==> src/rtl/game_controller_pkg.sv <==
// Shared Pong definitions: match states, winner codes, score width
// and the active video area used by the paddle and ball blocks.
package game_controller_pkg;

   localparam int SCORE_W  = 4;
   localparam int H_ACTIVE = 640;
   localparam int V_ACTIVE = 480;

   localparam logic [2:0] ST_IDLE  = 3'd0;
   localparam logic [2:0] ST_SERVE = 3'd1;
   localparam logic [2:0] ST_PLAY  = 3'd2;
   localparam logic [2:0] ST_POINT = 3'd3;
   localparam logic [2:0] ST_OVER  = 3'd4;

   localparam logic [1:0] WIN_NONE  = 2'b00;
   localparam logic [1:0] WIN_LEFT  = 2'b01;
   localparam logic [1:0] WIN_RIGHT = 2'b10;

   typedef logic [SCORE_W-1:0] score_t;

endpackage

==> src/rtl/game_controller_btn_debounce.sv <==
// Active-low button: 2-FF synchronizer plus consecutive-low counter,
// emitting a single-tick pulse per press.
module btn_debounce #(
   parameter int DEBOUNCE = 20
) (
   input  logic clk_i,
   input  logic rst_i,
   input  logic btn_n_i,
   output logic pulse_o
);

   localparam int CW = $clog2(DEBOUNCE + 1);

   logic          sync1_q, sync2_q;
   logic          armed_q, armed_d;
   logic          pulse_q, pulse_d;
   logic [CW-1:0] cnt_q, cnt_d;

   always_comb begin
      cnt_d   = cnt_q;
      armed_d = armed_q;
      pulse_d = 1'b0;
      if (sync2_q) begin
         cnt_d   = '0;
         armed_d = 1'b1;
      end else if (armed_q) begin
         // Disarm after firing so a held button yields one pulse
         if (cnt_q == CW'(DEBOUNCE - 1)) begin
            pulse_d = 1'b1;
            armed_d = 1'b0;
            cnt_d   = '0;
         end else begin
            cnt_d = cnt_q + CW'(1);
         end
      end
   end

   always_ff @(posedge clk_i or posedge rst_i) begin
      if (rst_i) begin
         sync1_q <= 1'b1;
         sync2_q <= 1'b1;
         armed_q <= 1'b0;
         pulse_q <= 1'b0;
         cnt_q   <= '0;
      end else begin
         sync1_q <= btn_n_i;
         sync2_q <= sync1_q;
         armed_q <= armed_d;
         pulse_q <= pulse_d;
         cnt_q   <= cnt_d;
      end
   end

   assign pulse_o = pulse_q;

endmodule

==> src/rtl/game_controller.sv <==
// Pong match sequencer: start, serve countdown, rally, scoring, game over.
// Sole source of the paddle reset; gates ball motion.
module game_controller
   import game_controller_pkg::*;
#(
   parameter int WIN_SCORE   = 7,
   parameter int SERVE_DELAY = 1000,
   parameter int DEBOUNCE    = 20
) (
   input  logic               clk_1ms,
   input  logic               reset,
   input  logic               start_btn,
   input  logic               miss_left,
   input  logic               miss_right,
   output logic               paddle_rst_n,
   output logic               ball_en,
   output logic               serve_dir,
   output logic [SCORE_W-1:0] score1,
   output logic [SCORE_W-1:0] score2,
   output logic [2:0]         state,
   output logic [1:0]         winner
);

   localparam int            CW         = (SERVE_DELAY > 1) ? $clog2(SERVE_DELAY) : 1;
   localparam logic [CW-1:0] SERVE_LOAD = CW'(SERVE_DELAY - 1);
   localparam score_t        WIN        = SCORE_W'(WIN_SCORE);

   logic          start_pulse;
   logic [2:0]    state_q, state_d;
   logic [CW-1:0] cnt_q, cnt_d;
   score_t        score1_q, score1_d;
   score_t        score2_q, score2_d;
   logic [1:0]    winner_q, winner_d;
   logic          dir_q, dir_d;

   btn_debounce #(
      .DEBOUNCE (DEBOUNCE)
   ) u_deb (
      .clk_i   (clk_1ms),
      .rst_i   (reset),
      .btn_n_i (start_btn),
      .pulse_o (start_pulse)
   );

   always_comb begin
      state_d  = state_q;
      cnt_d    = cnt_q;
      score1_d = score1_q;
      score2_d = score2_q;
      winner_d = winner_q;
      dir_d    = dir_q;
      unique case (state_q)
         ST_IDLE: begin
            if (start_pulse) begin
               state_d = ST_SERVE;
               cnt_d   = SERVE_LOAD;
            end
         end
         ST_SERVE: begin
            if (cnt_q == '0) state_d = ST_PLAY;
            else             cnt_d   = cnt_q - CW'(1);
         end
         ST_PLAY: begin
            // A double miss is a replay: nobody scores
            if (miss_left && miss_right) begin
               state_d = ST_SERVE;
               cnt_d   = SERVE_LOAD;
            end else if (miss_left) begin
               score2_d = score2_q + SCORE_W'(1);
               dir_d    = 1'b0;
               state_d  = ST_POINT;
            end else if (miss_right) begin
               score1_d = score1_q + SCORE_W'(1);
               dir_d    = 1'b1;
               state_d  = ST_POINT;
            end
         end
         ST_POINT: begin
            if (score1_q == WIN) begin
               winner_d = WIN_LEFT;
               state_d  = ST_OVER;
            end else if (score2_q == WIN) begin
               winner_d = WIN_RIGHT;
               state_d  = ST_OVER;
            end else begin
               state_d = ST_SERVE;
               cnt_d   = SERVE_LOAD;
            end
         end
         ST_OVER: begin
            if (start_pulse) begin
               score1_d = '0;
               score2_d = '0;
               winner_d = WIN_NONE;
               dir_d    = 1'b0;
               state_d  = ST_SERVE;
               cnt_d    = SERVE_LOAD;
            end
         end
         default: state_d = ST_IDLE;
      endcase
   end

   always_ff @(posedge clk_1ms or posedge reset) begin
      if (reset) begin
         state_q  <= ST_IDLE;
         cnt_q    <= '0;
         score1_q <= '0;
         score2_q <= '0;
         winner_q <= WIN_NONE;
         dir_q    <= 1'b0;
      end else begin
         state_q  <= state_d;
         cnt_q    <= cnt_d;
         score1_q <= score1_d;
         score2_q <= score2_d;
         winner_q <= winner_d;
         dir_q    <= dir_d;
      end
   end

   assign paddle_rst_n = (state_q == ST_PLAY) || (state_q == ST_POINT);
   assign ball_en      = (state_q == ST_PLAY);
   assign serve_dir    = dir_q;
   assign score1       = score1_q;
   assign score2       = score2_q;
   assign state        = state_q;
   assign winner       = winner_q;

endmodule

==> config.mk <==
export PLATFORM = sky130hd
export DESIGN_NAME = game_controller
export DESIGN_NICKNAME = d
export VERILOG_FILES = /design/src/rtl/game_controller_pkg.sv /design/src/rtl/game_controller_btn_debounce.sv /design/src/rtl/game_controller.sv
export SDC_FILE = /design/constraint.sdc
export NUM_CORES = 1
export LEC_CHECK = 0
export ABC_AREA = 0
export BUFFER_PORTS_ARGS = -buffer_cell sky130_fd_sc_hd__clkbuf_2
export CAP_MARGIN = 20
export CORE_MARGIN = 4
export CORE_UTILIZATION = 55
export CTS_BUF_LIST = sky130_fd_sc_hd__clkbuf_8
export DETAILED_ROUTE_END_ITERATION = 8
export GPL_TIMING_DRIVEN = 1
export PLACE_DENSITY = 0.76
export SLEW_MARGIN = 20
export SYNTH_ARGS = -nofsm -noshare
export SYNTH_HDL_FRONTEND = slang
export SYNTH_SLANG_ARGS = --single-unit
==> constraint.sdc <==
create_clock -name clk_1ms -period 2.6 [get_ports clk_1ms]
set_input_delay 0.13 -clock clk_1ms [delete_from_list [all_inputs] [get_ports clk_1ms]]
set_output_delay 0.13 -clock clk_1ms [all_outputs]
set_load 0.03 [all_outputs]
# After elaboration in Yosys (flattened, before gate mapping)

Index checks and enable logic that the tools add are counted.

Register bits after elaboration: 33
Input bits: 5
Word-level logic and storage cells: 91

Reductions and logical operators: 15
Add/subtract/negate cells: 4
Mux-type cells: 40
Eq/ne operators: 21

Operators by type and width:

| kind                                                | count |
|---|---|
| two-way mux 10 bit                                  | 5 |
| one-hot mux 10 bit (4 select lines)                 | 1 |
| two-way mux 4 bit                                   | 6 |
| two-way mux 3 bit                                   | 7 |
| != test 2 bit (second input constant)               | 8 |
| one-hot mux 4 bit (2 select lines)                  | 2 |
| two-way mux 5 bit                                   | 3 |
| one-hot mux 3 bit (4 select lines)                  | 1 |
| logical NOT 10 bit                                  | 1 |
| two-way mux 1 bit                                   | 10 |
| subtractor 10 x 1 -> 10 bit (second input constant) | 1 |
| adder 4 x 1 -> 4 bit (second input constant)        | 2 |
| == test 4 x 3 -> 1 bit (second input constant)      | 2 |
| AND reduction 4 bit                                 | 2 |
| == test 3 x 2 -> 1 bit (second input constant)      | 2 |
| two-way mux 2 bit                                   | 3 |
| != test 2 x 1 -> 1 bit (second input constant)      | 3 |
| != test 3 bit (second input constant)               | 2 |
| AND reduction 3 bit                                 | 2 |
| AND reduction 6 bit                                 | 1 |
| nonzero test 2 bit                                  | 3 |
| adder 5 x 1 -> 5 bit (second input constant)        | 1 |
| == test 5 bit (second input constant)               | 1 |
| AND reduction 5 bit                                 | 1 |
| other kinds (10)                                    | 10 |

# Logic depth before layout (Yosys ltp)

Gate-level depths: netlist (run 1).

Word-level depth: 5
Mapped depth: 7
Mapped depth without buffers: 6

# Cells and area by module

A second synthesis (run 1) with hierarchy kept.

Cells, all modules: 178
Area, all modules: 1,746.7 µm²

By module, submodules not included:

| module          | cells each | times used | area an instance (µm²) |
|---|---|---|---|
| game_controller | 146        | 1          | 1,355.0 |
| btn_debounce    | 32         | 1          | 391.6 |

# Worst setup path before layout (run 1)

Ideal clock, no wire load.

Path type: register -> register
From: register state_q[1], in the netlist state[1]
To: register dir_q, in the netlist serve_dir
Period minus slack after synthesis: 2.336 ns
Data arrival time: 2.206 ns
Cell stages (with the launch flop): 6
Buffers on the path: 1
Required time: 2.471 ns
Setup slack: 0.264 ns
Cells stage by stage: dfrtp_1 clkbuf_1 nor3b_1 mux2i_1 o21ai_0 o21ai_0

Cells in the longest elaborated chain, start to end: 3
Elaborated cells between the ends (all ways): 8

Ends and longest elaborated chain:

| element                                                | line                   | RTL |
|---|---|---|
| start: declaration                                     | game_controller.sv:29  | `logic [2:0] state_q, state_d;` |
| start signal: assignment                               | game_controller.sv:113 | `state_q <= state_d;` |
| == test 3 x 2 -> 1 bit (*)                             | -                      |  |
| via ball_en                                            | game_controller.sv:16  | `output logic ball_en,` |
| != test 3 bit (no source line) (tied with other cells) | -                      |  |
| AND reduction 4 bit (no source line)                   | -                      |  |
| end signal: assignment                                 | game_controller.sv:118 | `dir_q <= dir_d;` |
| end: declaration                                       | game_controller.sv:34  | `logic dir_q, dir_d;` |

Mark *: on every way through the listed nets, which the timed path passes. The rest lies on a longest branch.
A chain may end at the register's enable or synchronous reset.

# Final worst setup path (run 1)

From: register cnt_q[0]
To: register cnt_q[0]

Cells in the longest elaborated chain, start to end: 3
Elaborated cells between the ends (all ways): 6

Ends and longest elaborated chain:

| element                                                                           | line                                         | RTL |
|---|---|---|
| start: declaration                                                                | game_controller.sv:30                        | `logic [CW-1:0] cnt_q, cnt_d;` |
| start signal: assignment                                                          | game_controller.sv:114                       | `cnt_q <= cnt_d;` |
| subtractor 10 x 1 -> 10 bit / logical NOT 10 bit (equally long branches)          | game_controller.sv:61, game_controller.sv:60 |  |
| two-way mux 10 bit / != test 2 bit (equally long branches)                        | -                                            |  |
| one-hot mux 10 bit (4 select lines) / AND reduction 6 bit (equally long branches) | -                                            |  |

Parallel ways exist; a longest one is shown, timed or not. The select of a mux whose other input is x is not followed.

==> results of run 1 <==
where the power goes:
part,leakage (nW),switching [mW],total (mW),internal (mW)
sequential,0.379,0.00539,0.525,0.520
combinational,0.436,0.0181,0.0298,0.0118
clock,0.0626,0.185,0.493,0.308
total,0.877,0.208,1.05,0.840
state kept, by name (all words and copies together) (netlist names):
name and cells:
u_deb.cnt_q 5, u_deb.sync1_q 1, score2 4, score1 4, u_deb.pulse_o 1, state 3
u_deb.sync2_q 1, serve_dir 1, u_deb.armed_q 1, cnt_q 10, winner 2
area by class of cell:
type	count	area, sq um	area share [%]
Inverter	12	45.0	2.12
Clock buffer	6	82.6	3.89
Sequential cell	33	828	39.0
Timing Repair Buffer	25	143	6.72
Tap cell	44	55.1	2.59
Clock inverter	2	33.8	1.59
Multi-Input combinational cell	134	935	44.0
worst max path at each step:
stage,start,to,slack (ps),cells after the start
floorplan,state[1],serve_dir,260,5
global placement,cnt_q[0],cnt_q[1],500,6
detailed placement,cnt_q[0],cnt_q[0],430,6
CTS,cnt_q[0],cnt_q[0],360,6
global route,cnt_q[0],cnt_q[1],240,6
finish,cnt_q[0],cnt_q[0],340,6
layer usage:
layer	track usage, %	vias up	wire length, microns
li1	-	737	-
met1	25.6	735	1720
met2	35.3	40	2010
met3	4.76	11	185
met4	7.51	0	82
met5	0	-	0
cell usage after synthesis (all sizes together), types with 2 or more instances:
cell type,count,share of area [%]
nand2,10,2.0
a211oi,4,1.6
ha,4,2.7
o41ai,2,0.95
nor3,5,1.4
a31oi,3,1.0
o21ai,13,3.5
nand3,6,1.6
clkbuf,4,0.82
nor3b,6,2.5
a22o,2,0.95
nor2,13,2.7
nor4,4,2.0
inv,12,2.5
dfstp,2,2.9
mux2,4,2.5
or3b,2,0.95
nor2b,2,0.68
buf,2,0.82
o211ai,3,1.2
a41oi,2,0.95
nand3b,4,1.6
nand2b,3,1.0
mux2i,5,2.7
and2,3,1.2
dfrtp,31,42
xnor2,4,1.9
o21ba,2,1.1
nand4bb,3,1.8
or4,3,1.6
a21oi,7,1.9
or4b,2,1.1
worst max-delay path: cells and delay by family (launching register included):
family	cells	cell delay, ps
and+or+nand+nor	3	1130
DFF	1	410
adders and majority gates	1	230
muxes	1	310
buffers and inverters	1	80
cell usage in the layout, fill, tap and decap left out, types with 2 or more instances in the layout:
cell,n
a211oi_1,4
a21oi_1,7
a22o_1,2
a31oi_1,3
a41oi_1,2
and2_1,2
buf_4,3
clkbuf_2,20
clkbuf_8,6
dfrtp_1,31
dfstp_2,2
dlygate4sd3_1,2
ha_1,4
inv_1,13
mux2_2,4
mux2i_1,5
nand2_1,10
nand2b_1,3
nand3_1,6
nand3b_1,4
nand4bb_1,3
nor2_1,13
nor2b_1,2
nor3_1,5
nor3b_1,6
nor4_1,2
nor4_2,2
o211ai_1,3
o21ai_0,13
o21ba_2,2
o41ai_1,2
or3b_2,2
or4_4,2
xnor2_1,4
stage by stage:
stage	hold slack (ps)	util [%]
3_3_place_gp	122	63.5
2_1_floorplan	134	-
3_5_place_dp	128	63.5
5_1_grt	151	67.8
4_1_cts	141	67.8
6_report	147	67.8
cell families after synthesis:
family / Yosys count / share of synthesized area [%]
xor gates and xnor gates: 5 / 2.38
and+or+nand+nor: 70 / 23.6
adders and majority gates: 4 / 2.72
DFF: 33 / 45.1
muxes: 9 / 5.17
AOI/OAI and AO/OA: 46 / 17.0
buffers and inverters: 18 / 4.08
timing repair:
action	CTS	global route
hold buffers	2	0
resized for setup	0	0
endpoints found under the hold margin	33	0
buffers inserted	0	0
==> results.txt, run 1 <==
- Mapped Area: between 0.0015 and 0.002 sq mm
- During placement, the flow inserted port buffers numbering 20.
* Total routed wirelength: between 3000 and 4000 microns
- Sequential-to-total area share from yosys stat: about 45%
- The smallest clock period supported by the final layout is computed as around 2300 ps.
- The number of antenna violations at the first check in global routing was 0.
* Cell Rows: 20
- Status: completed
- Post-synthesis area per instance: between 9 and 10 sq um
- Delay of the slowest cell on the worst path: around 520 ps
- Initial detailed-routing violation count: approximately 140
- Total power per unit cell area: ~500 mW/mm^2
* Max Clock Freq: between 400 and 500 MHz
* Placer's final routability congestion estimate: 0.934
* Number of distinct library cells after synthesis: 50
* Post-synthesis instance total: ~190
- Post-route DRC violation count: 0
- Routed wire length per instance: roughly 16 microns
* Cell Count, Final, Fillers Out: 256
* Top-Level Pins: 21
- Placed cells: 246
- Worst R2R Setup Slack: between 300 and 400 ps
- Number of cells traversed by the worst hold path: 3
- Startpoint types: register
- Fill cell instance count of the final layout: between 200 and 250
- Antenna fix cells: 0
- The worst pin sits at a relative slew slack of between 50% and 60%.
- Post-route standard cell area excluding fillers: between 0.002 and 0.0025 sq mm
- Max clock buf depth: 2
* Pin count of the biggest net entering global routing: 33
- Setup slack closes at approximately 340 ps.
- The number of global-route vias before repair is between 1000 and 1500.
* Overall die width: ~66 microns
- The signal on the critical path passes through inv_1 -> ha_1 -> or3b_2 -> nor4_2 -> nor4_2 -> mux2_2.
- The count of nets left with antenna violations once routing finished came out at 0.
* Number of setup violations in the final report: 0
- Along the worst path, the maximum fanout reaches 5.
- The most used flip-flop cell after synthesis is dfrtp_1.
- For this design the static power due to leakage is ~0.88 nW.
- CP endpoint kind: register
- First-pass GRT wire length: 6840 microns
- Number of enable-type register cells in the synthesized netlist: 0
- Setup repair after global routing left no endpoint under its margin.
* Register-to-Register Path Depth: 6
* Clk pin slew, worst setup/hold paths: approximately 70 ps
- The die covers between 0.004 and 0.005 sq mm.
- Clock latency on the worst-skew pair, taken at its later pin, is between 200 and 300 ps.
- After synthesis the netlist holds a flip-flop and latch count of 33.
* Sum of negative setup slack: 0 ps
- Timing analysis after detailed placement gives a worst setup slack of 433 ps.
* Number of maximum-capacitance constraint violations: 0
- The design draws approximately 1.0 mW.
- Endpoint of the lowest-slack register-to-register path: cnt_q[0]
- Fraction of layout instances using a drive strength above 1: between 20% and 30%
* Die Y: between 60 and 70 microns
* Highest-delay cell along the critical path: or3b_2
- Number of warnings printed during yosys synthesis: 0
- After detailed placement, the total cell area comes to 0.00199 sq mm.
* Average via count per standard cell: 5.95
* Number of nets produced by synthesis: just under 200
- CTS placed an instance of clkbuf_8 at the clock tree root.
- The floorplan step defined a core boundary enclosing approximately 0.0031 sq mm.
- The number of hold violations in the final report was 0.
- Asr flop ratio synth: 100%
- H-tree levels: 2
- Clock tree skew after final layout: 2.25 ps
- CP required: 2770 ps
* CP Class: register to register
- For this run, the post-layout net count is 220.
* TritonRoute pass-1 iters: 4
* Source of the worst register-to-register timing path: cnt_q[0]
* CTS tree: built
- In this run the most critical hold path is launched from miss_right.
- Counting every sink on the clock net gives 33.
* Final max-slew violation count: 0
- Initial core utilization: 58.8%
* Portion of the clock cycle consumed by the worst path in the final layout: between 80% and 90%
- Sink of the worst hold path: serve_dir
* Number of buffers inserted during clock tree synthesis: 5
* Final HPWL from detailed placement: ~2800 microns
* Congestion Overflow GR: 0
- Across all layers, the routed design uses approximately 1500 vias.
- Class of the tightest hold or removal check: input port to register
- Area Overhead vs Synth: 15.5%
* Cell type with the highest occurrence count on the critical path: nor4_2
* Endpoint arrival time on the critical path: ~2400 ps
- Slew of the pin with the lowest slew margin: 628 ps
- VDD sags by at most between 0.0005 and 0.0006 V.
- Global routing consumed, over all layers together, slightly above 20% of the routing resources.
(Power assumes the default switching activity.)
==> run 2: changes to the inputs <==
- CORE_ASPECT_RATIO: default -> 0.8
==> run 2 against run 1 <==
  * Final cell count shrank 1.6%
  * Count of clock-buffer cells in the layout fell by 1
  * First-iteration DRC count increased by 23%
  * Critical path type unchanged
  * Critical endpoint unchanged
  * Largest power group unchanged
  * Highest routed layer unchanged
==> results.txt, run 2 (synthesis gave the netlist of run 1 again) <==
- CP endpoint kind: register
- Number of failing hold endpoints at the final stage: 0 (unchanged)
- Chain of cells forming the critical path: inv_1 -> ha_1 -> or3b_2 -> nor4_2 -> nor4_2 -> mux2_2
- The worst setup path is of the register to register kind.
- The final-stage net count was 220 (unchanged).
- Unrepaired setup endpoints after global routing: false
* Area Overhead vs Synth: 13.3%
- Placer's final routability congestion estimate: 0.848 (-9.2%)
- Most used cells in the layout excluding fill and tap cells: dfrtp_1 (31), clkbuf_2 (20), inv_1 (14)
- The global-route wire length before repair is 6710 microns (-2.0%).
* Remaining antenna violation count: 0 (unchanged)
- The final critical-path share of the clock period was 85.8% (-1.2 points).
- The relative max-transition margin is 50.9% (-6.9 points).
* Die Y: 59.7 microns (-9.3%)
- Top-Level Pins: 21 (unchanged)
- The HPWL reported at the end of detailed placement came to 2900 microns (+2.4%).
* Congestion Overflow GR: 0 (unchanged)
- Status: completed
* Total power of the final layout: 0.906 mW (-14%)
* Fraction of layout instances using a drive strength above 1: 21.7% (-0.47 points)
* Buffers inserted by post-CTS timing repair: 0 (unchanged)
- The critical path starts at cnt_q[0].
- The data arrival at the endpoint of the critical path was 2380 ps (-50 ps).
- The CTS clock-pin slew for the worst setup and hold paths is 70 ps (about the same).
- Min Tclk post-route: 2230 ps (-30.1 ps)
- The maximum vdd ir drop came to 0.000322 V (-39%).
- Insertion delay of the later-clocked pin in the worst-skew pair: 270 ps (about the same)
* Antenna fix cells: 0 (unchanged)
* Pin count of the biggest net entering global routing: 21 (-36%)
* Slew of the pin with the lowest slew margin: 735 ps (+107 ps)
* Registers with the highest flip-flop counts: cnt_q (10), u_deb.cnt_q (5)
* Overall die width: 72.6 microns (+10%)
- Aggregate global-route resource usage: 19.7% (-1.0 points)
* Highest fanout seen on the critical path: 5 (unchanged)
- TritonCTS built the clock tree.
- The worst setup path is launched from a register.
- Clock root buffer: clkbuf_8
- Placed cells: 242 (-1.6%)
* Delay of the slowest cell on the worst path: 520 ps (about the same)
* Leakage: 0.865 nW (-1.4%)
- The register with the most flip-flops in the final layout is cnt_q.
- The number of iterations in the first detailed-routing pass was 5 (+1).
* Number of sinks driven by the clock tree: 33 (unchanged)
- Max clock buf depth: 2 (unchanged)
- The startpoint identified for the worst hold timing path is miss_right.
- The final design area excluding fillers is 0.00208 sq mm (-1.9%).
- Number of maximum-capacitance constraint violations: 0 (unchanged)
- The final setup skew is 11.1 ps (+8.84 ps).
- The number of antenna violations at the first check in global routing came to 0 (unchanged).
- The number of global-route vias before repair was 1458 (-1.5%).
- The placement-stage cell area is 0.00198 sq mm (-0.25%).
- The filler cell count is 259 (+7.0%).
* Average via count per standard cell: 6.10 (+2.5%)
- Number of buffers inserted during clock tree synthesis: 5 (unchanged)
* Class of the tightest hold or removal check: input port to register
* Number of setup violations in the final report: 0 (unchanged)
- The post-detailed-routing wire length was 3890 microns (-2.8%).
- The maximum clock frequency is 448 MHz (+1.3%).
- The placement row count is 18 (-10%).
- Source of the worst register-to-register timing path: cnt_q[0]
- Total power per unit cell area: 435 mW/mm^2 (-12%)
- CP required: 2750 ps (-20 ps)
- The core area came to 0.00315 sq mm (+0.80%).
- The H-tree depth reported by CTS is 2 (unchanged).
* Cell type with the highest occurrence count on the critical path: nor4_2
* Number of flip-flops in the largest register: 10 (unchanged)
- Area of the die: 0.00434 sq mm (+0.12%)
- The initial DRC count was 167 (+23%).
* Leading cell type in the layout, fill and taps excluded: dfrtp_1
- Final max-slew violation count: 0 (unchanged)
* Post-route DRC violation count: 0 (unchanged)
- Number of buffers inserted by port buffering: 20 (unchanged)
- The sum of negative setup slack came to 0 ps (unchanged).
- The count of non-filler cells in the finished layout is 252 (-1.6%).
- Highest-delay cell along the critical path: or3b_2
- Initial core utilization: 58.3% (-0.47 points)
* Via total after detailed routing: 1536 (+0.85%)
* Routed wire length per instance: 15.4 microns (-1.2%)
[run 2: cell count changes in the layout (fill, tap and decap cells not counted)]
cell,delta
clkinv_2,+1
clkbuf_8,-1
inv_1,+1
bufinv_16,-1
[run 2: timing repair]
item | 4_1_cts | 5_1_grt
resized for setup | 0 | 0
hold endpoints to repair | 18 | 0
hold buffers | 2 | 0
[run 2: layer usage]
metal	global-route usage, %	wire length [microns]	vias up
met5	0	0	-
met4	3.95	59	0
met3	4.71	229	12
met2	31.6	1820	56
met1	27.4	1780	730
li1	-	-	738
[run 2: final cells by class]
| cell class | instances | area [sq um] | area share [%] |
|---|---|---|---|
| Timing Repair Buffer | 25 | 143 | 6.85 |
| Tap cell | 40 | 50.0 | 2.40 |
| Multi-Input combinational cell | 134 | 935 | 44.9 |
| Inverter | 12 | 45.0 | 2.16 |
| Clock buffer | 5 | 68.8 | 3.31 |
| Sequential cell | 33 | 828 | 39.8 |
| Clock inverter | 3 | 12.5 | 0.601 |
[run 2: final timing paths]
check / slack (ps) / depth (start not counted) / end
max: 370 / 6 / cnt_q[0]
min: 130 / 3 / serve_dir
max reg2reg: 370 / 6 / cnt_q[0]
min reg2reg: 360 / 0 / u_deb.sync2_q
max in group asynchronous: 1410 / 4 / cnt_q[4]
min in group asynchronous: 510 / 3 / score1[3]
[run 2: critical path, delay by kind of cell (launching register included)]
kind | cells | cell delay [ps]
adder cells (fa/ha/maj) | 1 | 220
flip-flops | 1 | 400
multiplexers | 1 | 300
AND/OR/NAND/NOR | 3 | 1120
buffers and inverters | 1 | 70
[run 2: per-stage QoR]
step / setup slack [ps] / utilization (%) / hold slack (ps)
final: 369 / 66.0 / 131
after global routing: 270 / 66.0 / 157
after CTS: 380 / 66.0 / 127
after detailed placement: 390 / 62.8 / 220
after global placement: 505 / 62.8 / 220
after floorplan: 264 / - / 134
[run 2: report_power, final]
group / total [mW] / switching [mW] / internal [mW]
clock: 0.352 / 0.172 / 0.180
sequential: 0.526 / 0.00538 / 0.520
combinational: 0.0292 / 0.0175 / 0.0117
total: 0.906 / 0.195 / 0.712
==> run 3: changes to the inputs <==
--- a/config.mk
+++ b/config.mk
@@ -16,4 +16,5 @@
 export GPL_TIMING_DRIVEN = 1
 export PLACE_DENSITY = 0.76
+export SETUP_SLACK_MARGIN = 0.1
 export SLEW_MARGIN = 20
 export SYNTH_ARGS = -nofsm -noshare
==> constraint.sdc (replaced) <==
create_clock -name clk_1ms -period 2.6 [get_ports clk_1ms]
set_input_delay 0.39 -clock clk_1ms [delete_from_list [all_inputs] [get_ports clk_1ms]]
set_output_delay 0.39 -clock clk_1ms [all_outputs]
set_load 0.03 [all_outputs]
==> run 3 against run 2 <==
  * Register-to-register slack better by 50 ps
  * Sequential cell count stayed put
  * Sequential power about the same
  * Fmax up 2.2%
  * Cell area increased by 0.90%
  * First-iteration DRC count is 0.60% lower
  * Combinational power fell by 5%
  * Global-route usage fell by 0.22 points
  * Setup slack better by 47 ps
  * Power increased by 17%
  * Critical endpoint is now cnt_q[1]
  * Highest routed layer unchanged
==> results.txt, run 3 (synthesis gave the netlist of run 1 again) <==
- Cts hold-fix bufs: 0 (-2)
* Fill cell instance count of the final layout: 242 (-6.6%)
- Counting flops per register, the top entry is cnt_q.
* Chain of cells forming the critical path: inv_1 -> ha_1 -> or3b_2 -> nor4_2 -> nor4_2 -> mux2_2
- Portion of the clock cycle consumed by the worst path in the final layout: 84.0% (-1.8 points)
* Max clock buf depth: 2 (unchanged)
- Number of flip-flops in the largest register: 10 (unchanged)
* Registers with the highest flip-flop counts: cnt_q (10), u_deb.cnt_q (5)
* Via count of the first global-routing pass: 1425 (-2.3%)
- The number of antenna violations at the first check in global routing was 0 (unchanged).
- Cell Rows: 18 (unchanged)
- The CTS clock-pin slew for the worst setup and hold paths is 70 ps (about the same).
* Part of the power in combinational logic: 2.6% (-0.6 points)
- Area of the die: 0.00434 sq mm (unchanged)
- Number of maximum-capacitance constraint violations: 0 (unchanged)
* Placed cells: 242 (unchanged)
- Register-to-Register Path Depth: 6 (unchanged)
- Highest fanout seen on the critical path: 5 (unchanged)
* Die Y: 59.7 microns (unchanged)
* Final max-slew violation count: 0 (unchanged)
* Sequential cell fraction of total power: 49.5% (-8.5 points)
- The final routed DRC violation total came to 0 (unchanged).
* Pin count of the biggest net entering global routing: 19 (-9.5%)
- Sum of negative setup slack: 0 ps (unchanged)
- Buffers inserted by post-CTS timing repair: 0 (unchanged)
- CP Class: register to register
- Endpoint of the lowest-slack register-to-register path: cnt_q[1]
- CTS tree: built
- TritonRoute pass-1 iters: 4 (-1)
- Cell Count, Final, Fillers Out: 250 (-0.79%)
- Clock power share: 47.9% (+9.1 points)
- Max Clock Freq: 458 MHz (+2.2%)
- The fraction of power spent switching nets was 20.7% (-0.78 points).
* Highest-delay cell along the critical path: or3b_2
- Final HPWL from detailed placement: 2780 microns (-4.0%)
* Leading cell type in the layout, fill and taps excluded: dfrtp_1
* H-tree levels: 2 (unchanged)
- The number of buffers added on ports was 20 (unchanged).
* Area Overhead vs Synth: 14.3%
- Min Tclk post-route: 2180 ps (-47.1 ps)
* Most used cells in the layout excluding fill and tap cells: dfrtp_1 (31), clkbuf_2 (20), nor2_1 (13), o21ai_0 (13), inv_1 (12)
* Congestion Overflow GR: 0 (unchanged)
- Number of failing hold endpoints at the final stage: 0 (unchanged)
* Initial detailed-routing violation count: 166 (-0.60%)
- Via total after detailed routing: 1542 (+0.39%)
- Unrepaired setup endpoints after global routing: false
- Number of buffers inserted during clock tree synthesis: 5 (unchanged)
- Cell type with the highest occurrence count on the critical path: nor4_2
- First-pass GRT wire length: 6440 microns (-4.0%)
* Core area: 0.00315 sq mm (unchanged)
- The post-detailed-routing wire length came to 3880 microns (-0.18%).
- The relative max-transition margin came to 57.2% (+6.2 points).
* Routed wire length per instance: 15.5 microns (+0.62%)
* Source of the worst register-to-register timing path: cnt_q[0]
- Startpoint types: register
* Total power per unit cell area: 505 mW/mm^2 (+16%)
* Worst R2R Setup Slack: 420 ps (+50 ps)
* Average via count per standard cell: 6.17 (+1.2%)
- The total internal power was 0.841 mW (+18%).
- Delay of the slowest cell on the worst path: 510 ps (about the same)
- The net switching power is 0.220 mW (+13%).
* Leakage: 0.864 nW (-0.17%)
- CP required: 2770 ps (+20 ps)
- Fraction of layout instances using a drive strength above 1: 22.9% (+1.2 points)
- Final Net Count: 218 (-0.91%)
- CP endpoint kind: register
- Number of sinks driven by the clock tree: 33 (unchanged)
- The cell sitting at the root of the clock tree is a clkbuf_8.
- Overall die width: 72.6 microns (unchanged)
* Quantity of gates resized following cts: 0 (unchanged)
- Status: completed
- The final setup violation count is 0 (unchanged).
* Insertion delay of the later-clocked pin in the worst-skew pair: 290 ps (+20 ps)
* Class of the tightest hold or removal check: input port to asynchronous set/reset pin
* Endpoint arrival time on the critical path: 2360 ps (-20 ps)
- The initial standard-cell utilization of the core is 58.3% (unchanged).
- Remaining antenna violation count: 0 (unchanged)
* Slew of the pin with the lowest slew margin: 642 ps (-93.1 ps)
- Placer's final routability congestion estimate: 0.842 (-0.68%)
* Top-Level Pins: 21 (unchanged)
- Aggregate global-route resource usage: 19.5% (-0.22 points)
- Clock tree skew after final layout: 6.81 ps (-4.28 ps)
- The diode insertion count for antenna repair is 0 (unchanged).
* Max VDD drop: 0.000244 V (-24%)
[run 3: changes by cell type in the layout (fill, tap and decap cells not counted)]
cell / previous run / this run
dlygate4sd3_1: 2 / 0
clkbuf_8: 5 / 6
clkinvlp_4: 0 / 1
bufinv_16: 0 / 1
inv_1: 14 / 12
clkinv_2: 1 / 0
[run 3: through the flow]
stage | utilization, % | setup WS (ps) | hold WS, ps | cell area [sq um] | power (mW)
after floorplan | - | 264 | 345 | 1840 | 0.552
after global placement | 62.8 | 508 | 346 | 1980 | 0.562
after detailed placement | 62.8 | 425 | 350 | 1980 | 0.564
after CTS | 66.6 | 420 | 175 | 2100 | 1.07
after global routing | 66.6 | 268 | 173 | 2100 | 1.10
final | 66.6 | 416 | 156 | 2100 | 1.06
[run 3: power by group through the flow]
| stage | Clock, mW | Sequential [mW] | Combinational [mW] |
|---|---|---|---|
| final | 0.508 | 0.525 | 0.0278 |
| after global routing | 0.542 | 0.526 | 0.0336 |
| after CTS | 0.515 | 0.525 | 0.0289 |
| after detailed placement | 0 | 0.535 | 0.0286 |
| after global placement | 0 | 0.534 | 0.0270 |
| after floorplan | 0 | 0.534 | 0.0180 |
[run 3: cell type report]
type / count / area [sq um] / area share (%)
inverters: 12 / 45.0 / 2.14
multi-input cells: 134 / 935 / 44.5
repair buffers: 23 / 123 / 5.84
flip-flops and latches: 33 / 828 / 39.4
well taps: 40 / 50.0 / 2.38
clock buffers: 6 / 82.6 / 3.93
clock inverters: 2 / 37.5 / 1.79
[run 3: worst max-delay path by stage]
stage	slack, ps	from	end	cells after the start
final	420	cnt_q[0]	cnt_q[1]	6
after global routing	270	cnt_q[0]	cnt_q[0]	6
after CTS	420	cnt_q[0]	cnt_q[1]	6
after detailed placement	430	cnt_q[0]	cnt_q[1]	6
after global placement	510	cnt_q[0]	cnt_q[1]	6
after floorplan	260	state[1]	serve_dir	5
[run 3: worst max-delay path, delay by kind of cell, from the launching register on]
kind | cells | cell delay [ps]
mux | 1 | 300
simple gates | 3 | 1080
flops | 1 | 410
fa+ha+maj | 1 | 210
buf+inv | 1 | 70
[run 3: metal layers]
layer	wire (microns)	part of all wire, %	global-route usage (%)	vias to the layer above
met5	0	0	0	-
met4	46	1.2	7.63	0
met3	332	8.6	4.54	5
met2	1780	46	31.1	65
met1	1720	44	25.8	743
li1	-	-	-	729
